<file path="src/rtl/ps2_move_decoder.sv">
// ps2_move_decoder
// Turns PS/2 scan-code words {expand, break, code} into 2048 move commands
// (UP/DOWN/LEFT/RIGHT/RESTART), suppresses typematic repeats while a key is
// held, and queues commands in a show-ahead FIFO with a valid/ready output.

module ps2_move_decoder #(
  parameter int FIFO_DEPTH = 4,
  parameter int CNT_W      = 3
) (
  input  logic             clk,
  input  logic             rst,
  input  logic [9:0]       key_data,
  input  logic             key_ready,
  input  logic             enable,
  output logic             cmd_valid,
  output logic [2:0]       cmd_code,
  input  logic             cmd_ready,
  output logic [CNT_W-1:0] fifo_level,
  output logic             overflow,
  input  logic             ovf_clear
);

  localparam int AW = (CNT_W > 1) ? CNT_W - 1 : 1;
  localparam logic [CNT_W-1:0] FULL_LVL = CNT_W'(FIFO_DEPTH);

  localparam logic [2:0] CMD_UP      = 3'd0;
  localparam logic [2:0] CMD_DOWN    = 3'd1;
  localparam logic [2:0] CMD_LEFT    = 3'd2;
  localparam logic [2:0] CMD_RIGHT   = 3'd3;
  localparam logic [2:0] CMD_RESTART = 3'd4;

  // Map {expand, code} to {hit, command}; the break bit is ignored here so
  // make and break forms of a key resolve to the same command slot.
  function automatic logic [3:0] decode_key(input logic [9:0] kd);
    logic [3:0] res;
    res = 4'b0000;
    case ({kd[9], kd[7:0]})
      9'h175:  res = {1'b1, CMD_UP};
      9'h01D:  res = {1'b1, CMD_UP};
      9'h172:  res = {1'b1, CMD_DOWN};
      9'h01B:  res = {1'b1, CMD_DOWN};
      9'h16B:  res = {1'b1, CMD_LEFT};
      9'h01C:  res = {1'b1, CMD_LEFT};
      9'h174:  res = {1'b1, CMD_RIGHT};
      9'h023:  res = {1'b1, CMD_RIGHT};
      9'h02D:  res = {1'b1, CMD_RESTART};
      default: res = 4'b0000;
    endcase
    return res;
  endfunction

  logic       key_hit;
  logic [2:0] key_cmd;
  logic       key_break;
  logic [4:0] key_mask;
  logic       key_held;

  logic [4:0] held;

  logic       vld_p0;
  logic [2:0] cmd_p0;

  logic [2:0]       mem [FIFO_DEPTH];
  logic [AW-1:0]    wr_ptr;
  logic [AW-1:0]    rd_ptr;
  logic [CNT_W-1:0] count;
  logic [2:0]       last_code;
  logic             ovf_q;

  logic full;
  logic do_rd;
  logic do_wr;
  logic drop;

  assign {key_hit, key_cmd} = decode_key(key_data);
  assign key_break = key_data[8];
  assign key_mask  = 5'b00001 << key_cmd;
  assign key_held  = |(held & key_mask);

  // Held bits: arrow and letter forms share a bit; tracking runs even when
  // command generation is disabled so a key held across enable stays quiet.
  always_ff @(posedge clk) begin
    if (rst) begin
      held <= '0;
    end else if (key_ready && key_hit) begin
      if (key_break) held <= held & ~key_mask;
      else           held <= held | key_mask;
    end
  end

  // ---- stage p0: registered decode result, pushed into the FIFO next cycle
  always_ff @(posedge clk) begin
    if (rst) vld_p0 <= 1'b0;
    else     vld_p0 <= key_ready & key_hit & ~key_break & ~key_held & enable;
  end

  // Decoded command payload travels with vld_p0 and needs no reset.
  always_ff @(posedge clk) begin
    cmd_p0 <= key_cmd;
  end

  assign full      = (count == FULL_LVL);
  assign cmd_valid = (count != '0);
  assign do_rd     = cmd_valid & cmd_ready;
  // When full, a same-cycle pop frees the slot the push lands in.
  assign do_wr     = vld_p0 & (~full | do_rd);
  assign drop      = vld_p0 & full & ~do_rd;

  // ---- stage p1: FIFO storage write
  always_ff @(posedge clk) begin
    if (do_wr) mem[wr_ptr] <= cmd_p0;
  end

  // FIFO pointers and occupancy; pointers wrap naturally at the power-of-two depth.
  always_ff @(posedge clk) begin
    if (rst) begin
      wr_ptr <= '0;
      rd_ptr <= '0;
      count  <= '0;
    end else begin
      if (do_wr) wr_ptr <= wr_ptr + AW'(1);
      if (do_rd) rd_ptr <= rd_ptr + AW'(1);
      case ({do_wr, do_rd})
        2'b10:   count <= count + CNT_W'(1);
        2'b01:   count <= count - CNT_W'(1);
        default: count <= count;
      endcase
    end
  end

  // Remember the last popped head so cmd_code holds steady while the queue is empty.
  always_ff @(posedge clk) begin
    if (rst)        last_code <= '0;
    else if (do_rd) last_code <= mem[rd_ptr];
  end

  // Sticky overflow; a drop in the same cycle as a clear keeps it set.
  always_ff @(posedge clk) begin
    if (rst)            ovf_q <= 1'b0;
    else if (drop)      ovf_q <= 1'b1;
    else if (ovf_clear) ovf_q <= 1'b0;
  end

  assign cmd_code   = cmd_valid ? mem[rd_ptr] : last_code;
  assign fifo_level = count;
  assign overflow   = ovf_q;

endmodule

</file>
<file path="config.mk">
export PLATFORM = sky130hd
export DESIGN_NAME = ps2_move_decoder
export DESIGN_NICKNAME = d
export VERILOG_FILES = /design/src/rtl/ps2_move_decoder.sv
export SDC_FILE = /design/constraint.sdc
export NUM_CORES = 1
export LEC_CHECK = 0
export BUFFER_PORTS_ARGS = -buffer_cell sky130_fd_sc_hd__buf_2
export CAP_MARGIN = 20
export CORE_MARGIN = 1
export CORE_UTILIZATION = 40
export CTS_CLUSTER_DIAMETER = 120
export DETAILED_ROUTE_END_ITERATION = 16
export PLACE_DENSITY = 0.7
export SLEW_MARGIN = 20
export SYNTH_ARGS = -nofsm -noshare
export SYNTH_HDL_FRONTEND = slang
export SYNTH_SLANG_ARGS = --single-unit
</file>
<file path="constraint.sdc">
create_clock -name clk -period 2.9 [get_ports clk]
set_input_delay 0 -clock clk [delete_from_list [all_inputs] [get_ports clk]]
set_output_delay 0 -clock clk [all_outputs]
set_load 0.1 [all_outputs]
</file>
==> impl_metrics.yaml, run 1 <==
run_status:
  status: "completed"
synthesis:
  most_instantiated_library_cell_after_synthesis: "sky130_fd_sc_hd__dfxtp_1"
  netlist_top_cells_count: "22 x sky130_fd_sc_hd__dfxtp_1, 14 x sky130_fd_sc_hd__nor2_1, 12 x sky130_fd_sc_hd__edfxtp_1, 8 x sky130_fd_sc_hd__inv_1, 7 x sky130_fd_sc_hd__a21oi_1"
  synth.top_cells.by_area: "sky130_fd_sc_hd__dfxtp_1 28%, sky130_fd_sc_hd__edfxtp_1 23%, sky130_fd_sc_hd__mux4_2 4.2%"
  synth_top_flop_cell: "sky130_fd_sc_hd__dfxtp_1"
  yosys_register_bits: 34
  mapped_cell_area_um2: 1590
  synth_top_cell_by_area: "sky130_fd_sc_hd__dfxtp_1"
  netlist_instances: 138
  synth_cell_types: 45
  ys_seq_area_share_pct: 50.3
  mapped_nets: 160
  post_synth.cell_area_avg_um2: 11.5
  synth.yosys.warnings: 0
  netlist.area_leader.share_pct: 27.7
  synth_edf_count: 12
  asyncSetResetFlopFracSynth_pct: 0
sta:
  timing.clock.skew_ns: 0.00683
  worst_pin_slew_ns: 0.488
  max-slew-margin-rel_pct: 67.7
  fin_setup_tns_ns: 0
  post_layout_min_period_ns: 2.32
  setup_repair_after_global_routing_missed_its_margin: "no"
  hold_viol: 0
  setup_violations: 0
  fin_crit_share_pct: 79.8
  final-max-slew-violation-count: 0
  fmax_ghz: 0.432
floorplan:
  die_w_um: 65.1
  top_level_ports: 24
  rows: 22
  dieArea_um2: 4240
  floorplan.initialDensity_pct: 42.5
  coreArea_um2: 3740
  chipHeight_um: 65.1
worst_setup_path:
  cpLargestDelayFamily: "simple AND/OR/NAND/NOR gates"
  critPathMostFrequentCell: "sky130_fd_sc_hd__inv_1"
  rr_startpoint: "fifo_level[0]$_SDFFE_PP0P_"
  crit_slowest_cell: "sky130_fd_sc_hd__nor4b_1"
  cp_cell_sequence: "nor4b_1, nor2b_1, inv_1, ha_1, inv_1, fa_1, xor2_1, or3_1, a21oi_1"
  max_stage_delay_ns: 0.39
  worst_ep_required_time_ns: 3.11
  cp.buffers_inverters: 2
  critical_path_start_type: "register"
  path_class: "register to register"
  worst_ep_arrival_time_ns: 2.53
  worst-path-max-fanout: 7
  worst-r2r-cell-count: 9
  r2r_end: "fifo_level[2]$_SDFFE_PP0P_"
  critical_path.endpoint_type: "register"
  reg2reg_setup_slack_ns: 0.58
  worstSetupPathDepth: 9
final_layout:
  antenna_cells: 0
  syn_to_final_growth_pct: 15.5
  final.fill_count: 344
  final_design_area_no_fill_um2: 1840
  post_route_cells_drive_above_1_share_pct: 29.3
  ff_latch_area_um2: 805
  multiInputGateArea_um2: 729
  finish.utilization_pct: 49.1
  final_nets: 185
global_route:
  pin_count_of_the_biggest_net_entering_global_routing: 19
  antenna_violations_before_repair: 0
  via_count_of_the_first_global_routing_pass: 1114
  gr-total-overflow: 0
  grt_first_pass_wirelength_mm: 4.72
  global_route.usage.total_pct: 15.1
min_path:
  holdCritStartpoint: "key_ready"
  min_delay_path_depth: 2
  min-delay-path-class: "input port to register"
cts:
  ctsHoldBuffers: 1
  htree_num_levels: 2
  worst_skew_pair.late_latency_ns: 0.29
  clockBufferDepth: 2
  cts_root_buf: "sky130_fd_sc_hd__clkbuf_8"
  cts.sinks: 34
  cts_tree: "yes"
  clock_buffers_created_by_tritoncts: 5
  post_cts_buffers: 0
  clk_transition_reported_paths_ns: 0.07
  cts_repair_resize_count: 0
flow_run:
  cap_violations: 0
place:
  dpl.hpwl_mm: 2.14
  dpl_cell_area_um2: 1740
  gp_routability_congestion: 0.687
  io_buffer_count: 23
detailed_routing:
  finalWirelength_mm: 2.80
  antenna_left: 0
  routed_wire_length_per_instance_um: 13.2
  route.vias.total: 1074
  drt-pass1-iter-count: 2
  drcViolationCount: 0
  viasPerCell: 5.07
  drtIter0Drc: 28
pwr:
  leakage_component_of_the_power_uw: 0.000696
  peakVddDrop_v: 0.000154
  finalPower_uw: 881
  power_density_nw_per_um2: 479
## power breakdown
| part | switching [µW] | internal (µW) | total (µW) | leakage [µW] |
|---|---|---|---|---|
| clock network | 158 | 193 | 351 | 0.0000455 |
| logic | 22.5 | 15.8 | 38.2 | 0.000347 |
| registers | 0.467 | 491 | 491 | 0.000303 |
## logic make-up (layout without fill, tap and decap cells)
logic type | count (synthesis) | in the layout | share of synthesized area, %
and+or+nand+nor | 48 | 48 | 18.4
AOI/OAI and AO/OA | 21 | 21 | 10.6
adders and majority gates | 6 | 6 | 5.18
buffers and inverters | 14 | 40 | 3.93
muxes | 10 | 10 | 8.88
xor gates and xnor gates | 5 | 5 | 2.75
DFF | 34 | 34 | 50.3
## per-layer routing
metal	wire length, µm	global-route usage [%]	vias to the layer above
met5	0	0	-
met4	80	10.6	0
met3	97	2.78	8
met2	1480	27.3	25
met1	1140	15.6	496
li1	-	-	545
## metrics by stage
step / hold WS [ns] / setup WS [ns] / cells
6_report: 0.0330 / 0.584 / 212
4_1_cts: 0.0243 / 0.545 / 212
3_5_place_dp: 0.276 / 0.567 / 203
3_3_place_gp: 0.263 / 0.675 / 203
2_1_floorplan: 0.0927 / 0.121 / 138
5_1_grt: 0.0482 / 0.346 / 212
## worst max path at each step
stage | slack [ns] | from | end
final | 0.58 | fifo_level[0]$_SDFFE_PP0P_ | fifo_level[2]$_SDFFE_PP0P_
after global routing | 0.35 | fifo_level[0]$_SDFFE_PP0P_ | fifo_level[2]$_SDFFE_PP0P_
after CTS | 0.54 | fifo_level[0]$_SDFFE_PP0P_ | fifo_level[2]$_SDFFE_PP0P_
after detailed placement | 0.57 | fifo_level[0]$_SDFFE_PP0P_ | fifo_level[2]$_SDFFE_PP0P_
after global placement | 0.67 | fifo_level[0]$_SDFFE_PP0P_ | fifo_level[2]$_SDFFE_PP0P_
after floorplan | 0.12 | fifo_level[0]$_SDFFE_PP0P_ | fifo_level[2]$_SDFFE_PP0P_
## cell usage in the layout, fill, tap and decap left out, drive strengths merged, types with 2 or more instances in the layout
cell    synthesis  routed
a211oi          4       4
a21oi           8       8
a311oi          4       4
and2            6       6
buf             3      23
clkbuf          3       8
dfxtp          22      22
edfxtp         12      12
ha              5       5
inv             8       8
mux2            3       3
mux2i           4       4
mux4            3       3
nand2           3       3
nand3           2       2
nand3b          2       2
nor2           14      14
nor2b           4       4
nor3            2       2
or3             3       3
or3b            2       2
xnor2           2       2
xor2            3       3
## final cells by class
cell class | instances | area share, %
sequential | 34 | 43.7
multi-input combinational | 90 | 39.7
timing repair buffer | 24 | 6.80
clock buffer | 8 | 4.90
tap | 48 | 3.27
inverter | 8 | 1.63
Power figures use the tool's default switching activity.
==> run 2: changes to the inputs <==
--- a/config.mk
+++ b/config.mk
@@ -11,7 +11,7 @@
 export CORE_UTILIZATION = 40
 export CTS_CLUSTER_DIAMETER = 120
 export DETAILED_ROUTE_END_ITERATION = 16
-export PLACE_DENSITY = 0.7
+export PLACE_DENSITY = 0.73
 export SLEW_MARGIN = 20
 export SYNTH_ARGS = -nofsm -noshare
 export SYNTH_HDL_FRONTEND = slang
==> constraint.sdc (replaced) <==
create_clock -name clk -period 2 [get_ports clk]
set_input_delay 0 -clock clk [delete_from_list [all_inputs] [get_ports clk]]
set_output_delay 0 -clock clk [all_outputs]
set_load 0.1 [all_outputs]
==> run 2 against run 1 <==
The run now ends with negative setup slack left. Sequential power up 44%. Clock power up 46%. Total power up 45%. Hold slack worse by 0.0054 ns. Clock-buffer cell count unchanged. Via count up 6.9%. Largest power group unchanged.
==> impl_metrics.yaml, run 2 (synthesized netlist as in run 1, its figures left out) <==
run_status:
  status: "finished with violations"
  failed_checks: "negative setup slack"
place:
  pre_cts_slack_ns: -0.0364
  io_buffer_count: 23
  dp.cells: 206
  dpl.hpwl_mm: 2.16
  gp_routability_congestion: 0.728
floorplan:
  chipHeight_um: 65.1
  rows: 22
  top_level_ports: 24
  coreArea_um2: 3740
  die_w_um: 65.1
  floorplan.initialDensity_pct: 42.5
  dieArea_um2: 4240
pwr:
  power_density_nw_per_um2: 644
  leakage_component_of_the_power_uw: 0.000767
  peakVddDrop_v: 0.000269
  finalPower_uw: 1280
cts:
  cts_root_buf: "sky130_fd_sc_hd__clkbuf_8"
  worst_skew_pair.late_latency_ns: 0.28
  cts_tree: "yes"
  cts.sinks: 34
  clk_transition_reported_paths_ns: 0.06
  clock_buffers_created_by_tritoncts: 5
  htree_num_levels: 2
  clockBufferDepth: 2
detailed_routing:
  finalWirelength_mm: 3.07
  antenna_left: 0
  top_layer: "met4"
  drt-pass1-iter-count: 4
  wl_met3_um: 128
  drcViolationCount: 0
  viasPerCell: 5.13
  met2_wirelength_mm: 1.67
  routed_wire_length_per_instance_um: 13.7
  routedLengthMet1_mm: 1.24
  route.vias.total: 1148
  drtIter0Drc: 34
final_layout:
  most_frequent_cells_in_the_layout: "23 x sky130_fd_sc_hd__buf_2, 19 x sky130_fd_sc_hd__dfxtp_1, 14 x sky130_fd_sc_hd__nor2_1"
  ff_latch_area_um2: 812
  final.fill_count: 336
  final_cells: 224
  multiInputGateArea_um2: 773
  most_frequent_standard_cell_in_the_layout_excluding_fill_and_tap_cells: "sky130_fd_sc_hd__buf_2"
  syn_to_final_growth_pct: 24.6
  antenna_cells: 0
  final_nets: 197
  post_route_cells_drive_above_1_share_pct: 39.2
flow_run:
  cap_violations: 0
sta:
  final-max-slew-violation-count: 0
  fin_crit_share_pct: 103
  hold_viol: 0
  fin_setup_tns_ns: -0.0554
  setup_repair_after_global_routing_missed_its_margin: "yes"
  layout_setup_ws_ns: -0.0554
  fmax_ghz: 0.487
  post_layout_min_period_ns: 2.06
  timing.clock.skew_ns: 0.00267
  worst_pin_slew_ns: 0.487
  setup_violations: 1
  max-slew-margin-rel_pct: 67.8
worst_setup_path:
  worst_ep_arrival_time_ns: 2.27
  worst_ep_required_time_ns: 2.21
  worst-path-max-fanout: 2
  worst-r2r-cell-count: 9
  critical_path.endpoint_type: "register"
  rr_startpoint: "fifo_level[0]$_SDFFE_PP0P_"
  path_class: "register to register"
  r2r_end: "fifo_level[2]$_SDFFE_PP0P_"
  reg2reg_setup_slack_ns: -0.06
  critical_path_start_type: "register"
global_route:
  antenna_violations_before_repair: 0
  gr-total-overflow: 0
  global_route.usage.total_pct: 16.9
  grt_first_pass_wirelength_mm: 5.20
  pin_count_of_the_biggest_net_entering_global_routing: 19
  via_count_of_the_first_global_routing_pass: 1166
min_path:
  min_delay_path_depth: 2
  min-delay-path-class: "input port to register"
  holdCritStartpoint: "key_ready"
==> run 2: critical path, stage by stage (launching register included) <==
cell                      delay [ns]
sky130_fd_sc_hd__dfxtp_4        0.36
sky130_fd_sc_hd__nor4b_4        0.31
sky130_fd_sc_hd__nor2b_2        0.10
sky130_fd_sc_hd__inv_2          0.09
sky130_fd_sc_hd__ha_4           0.14
sky130_fd_sc_hd__inv_2          0.04
sky130_fd_sc_hd__fa_2           0.33
sky130_fd_sc_hd__xor2_1         0.15
sky130_fd_sc_hd__or3_1          0.33
sky130_fd_sc_hd__a21oi_2        0.14
==> run 2: power breakdown <==
group | leakage [µW] | internal [µW] | switching (µW)
Combinational | 0.000417 | 23.7 | 33.8
Sequential | 0.000304 | 708 | 0.714
Clock | 0.0000455 | 280 | 232
Total | 0.000767 | 1010 | 267
==> run 2: worst max path at each step <==
| stage | startpoint | to | slack, ns | cells after the start |
|---|---|---|---|---|
| floorplan | fifo_level[0]$_SDFFE_PP0P_ | fifo_level[2]$_SDFFE_PP0P_ | -0.30 | 10 |
| global route | fifo_level[0]$_SDFFE_PP0P_ | fifo_level[2]$_SDFFE_PP0P_ | -0.12 | 9 |
| global placement | fifo_level[0]$_SDFFE_PP0P_ | fifo_level[2]$_SDFFE_PP0P_ | 0.07 | 9 |
| finish | fifo_level[0]$_SDFFE_PP0P_ | fifo_level[2]$_SDFFE_PP0P_ | -0.06 | 9 |
| detailed placement | fifo_level[0]$_SDFFE_PP0P_ | fifo_level[2]$_SDFFE_PP0P_ | -0.04 | 9 |
| CTS | fifo_level[0]$_SDFFE_PP0P_ | fifo_level[2]$_SDFFE_PP0P_ | -0.004 | 9 |
==> run 2: routing by layer <==
metal / GRT usage [%] / vias to the layer above
met5: 0 / -
met4: 10.3 / 0
met1: 17.8 / 543
met3: 4.69 / 6
met2: 29.7 / 32
li1: - / 567
==> run 2: final cells by class <==
cell class | instances | area share, %
flip-flops and latches | 34 | 40.9
multi-input cells | 90 | 39.0
repair buffers | 36 | 11.0
clock buffers | 8 | 4.54
well taps | 48 | 3.03
inverters | 8 | 1.51
==> run 2: per-stage QoR <==
stage	hold WS (ns)	utilization [%]	instance area, µm²
finish	0.0275	53.0	1980
detailed placement	0.268	48.0	1800
floorplan	0.0927	-	1660
global placement	0.257	48.0	1800
global route	0.0323	53.0	1980
CTS	0.0169	52.4	1960
==> run 2: what timing repair did <==
action / 4_1_cts / 5_1_grt
setup buffers: 7 / 2
endpoints found under the hold margin: 4 / 0
resized for setup: 2 / 3
setup endpoints to repair: 1 / 2
hold buffers: 1 / 0
pin swaps: 4 / 4
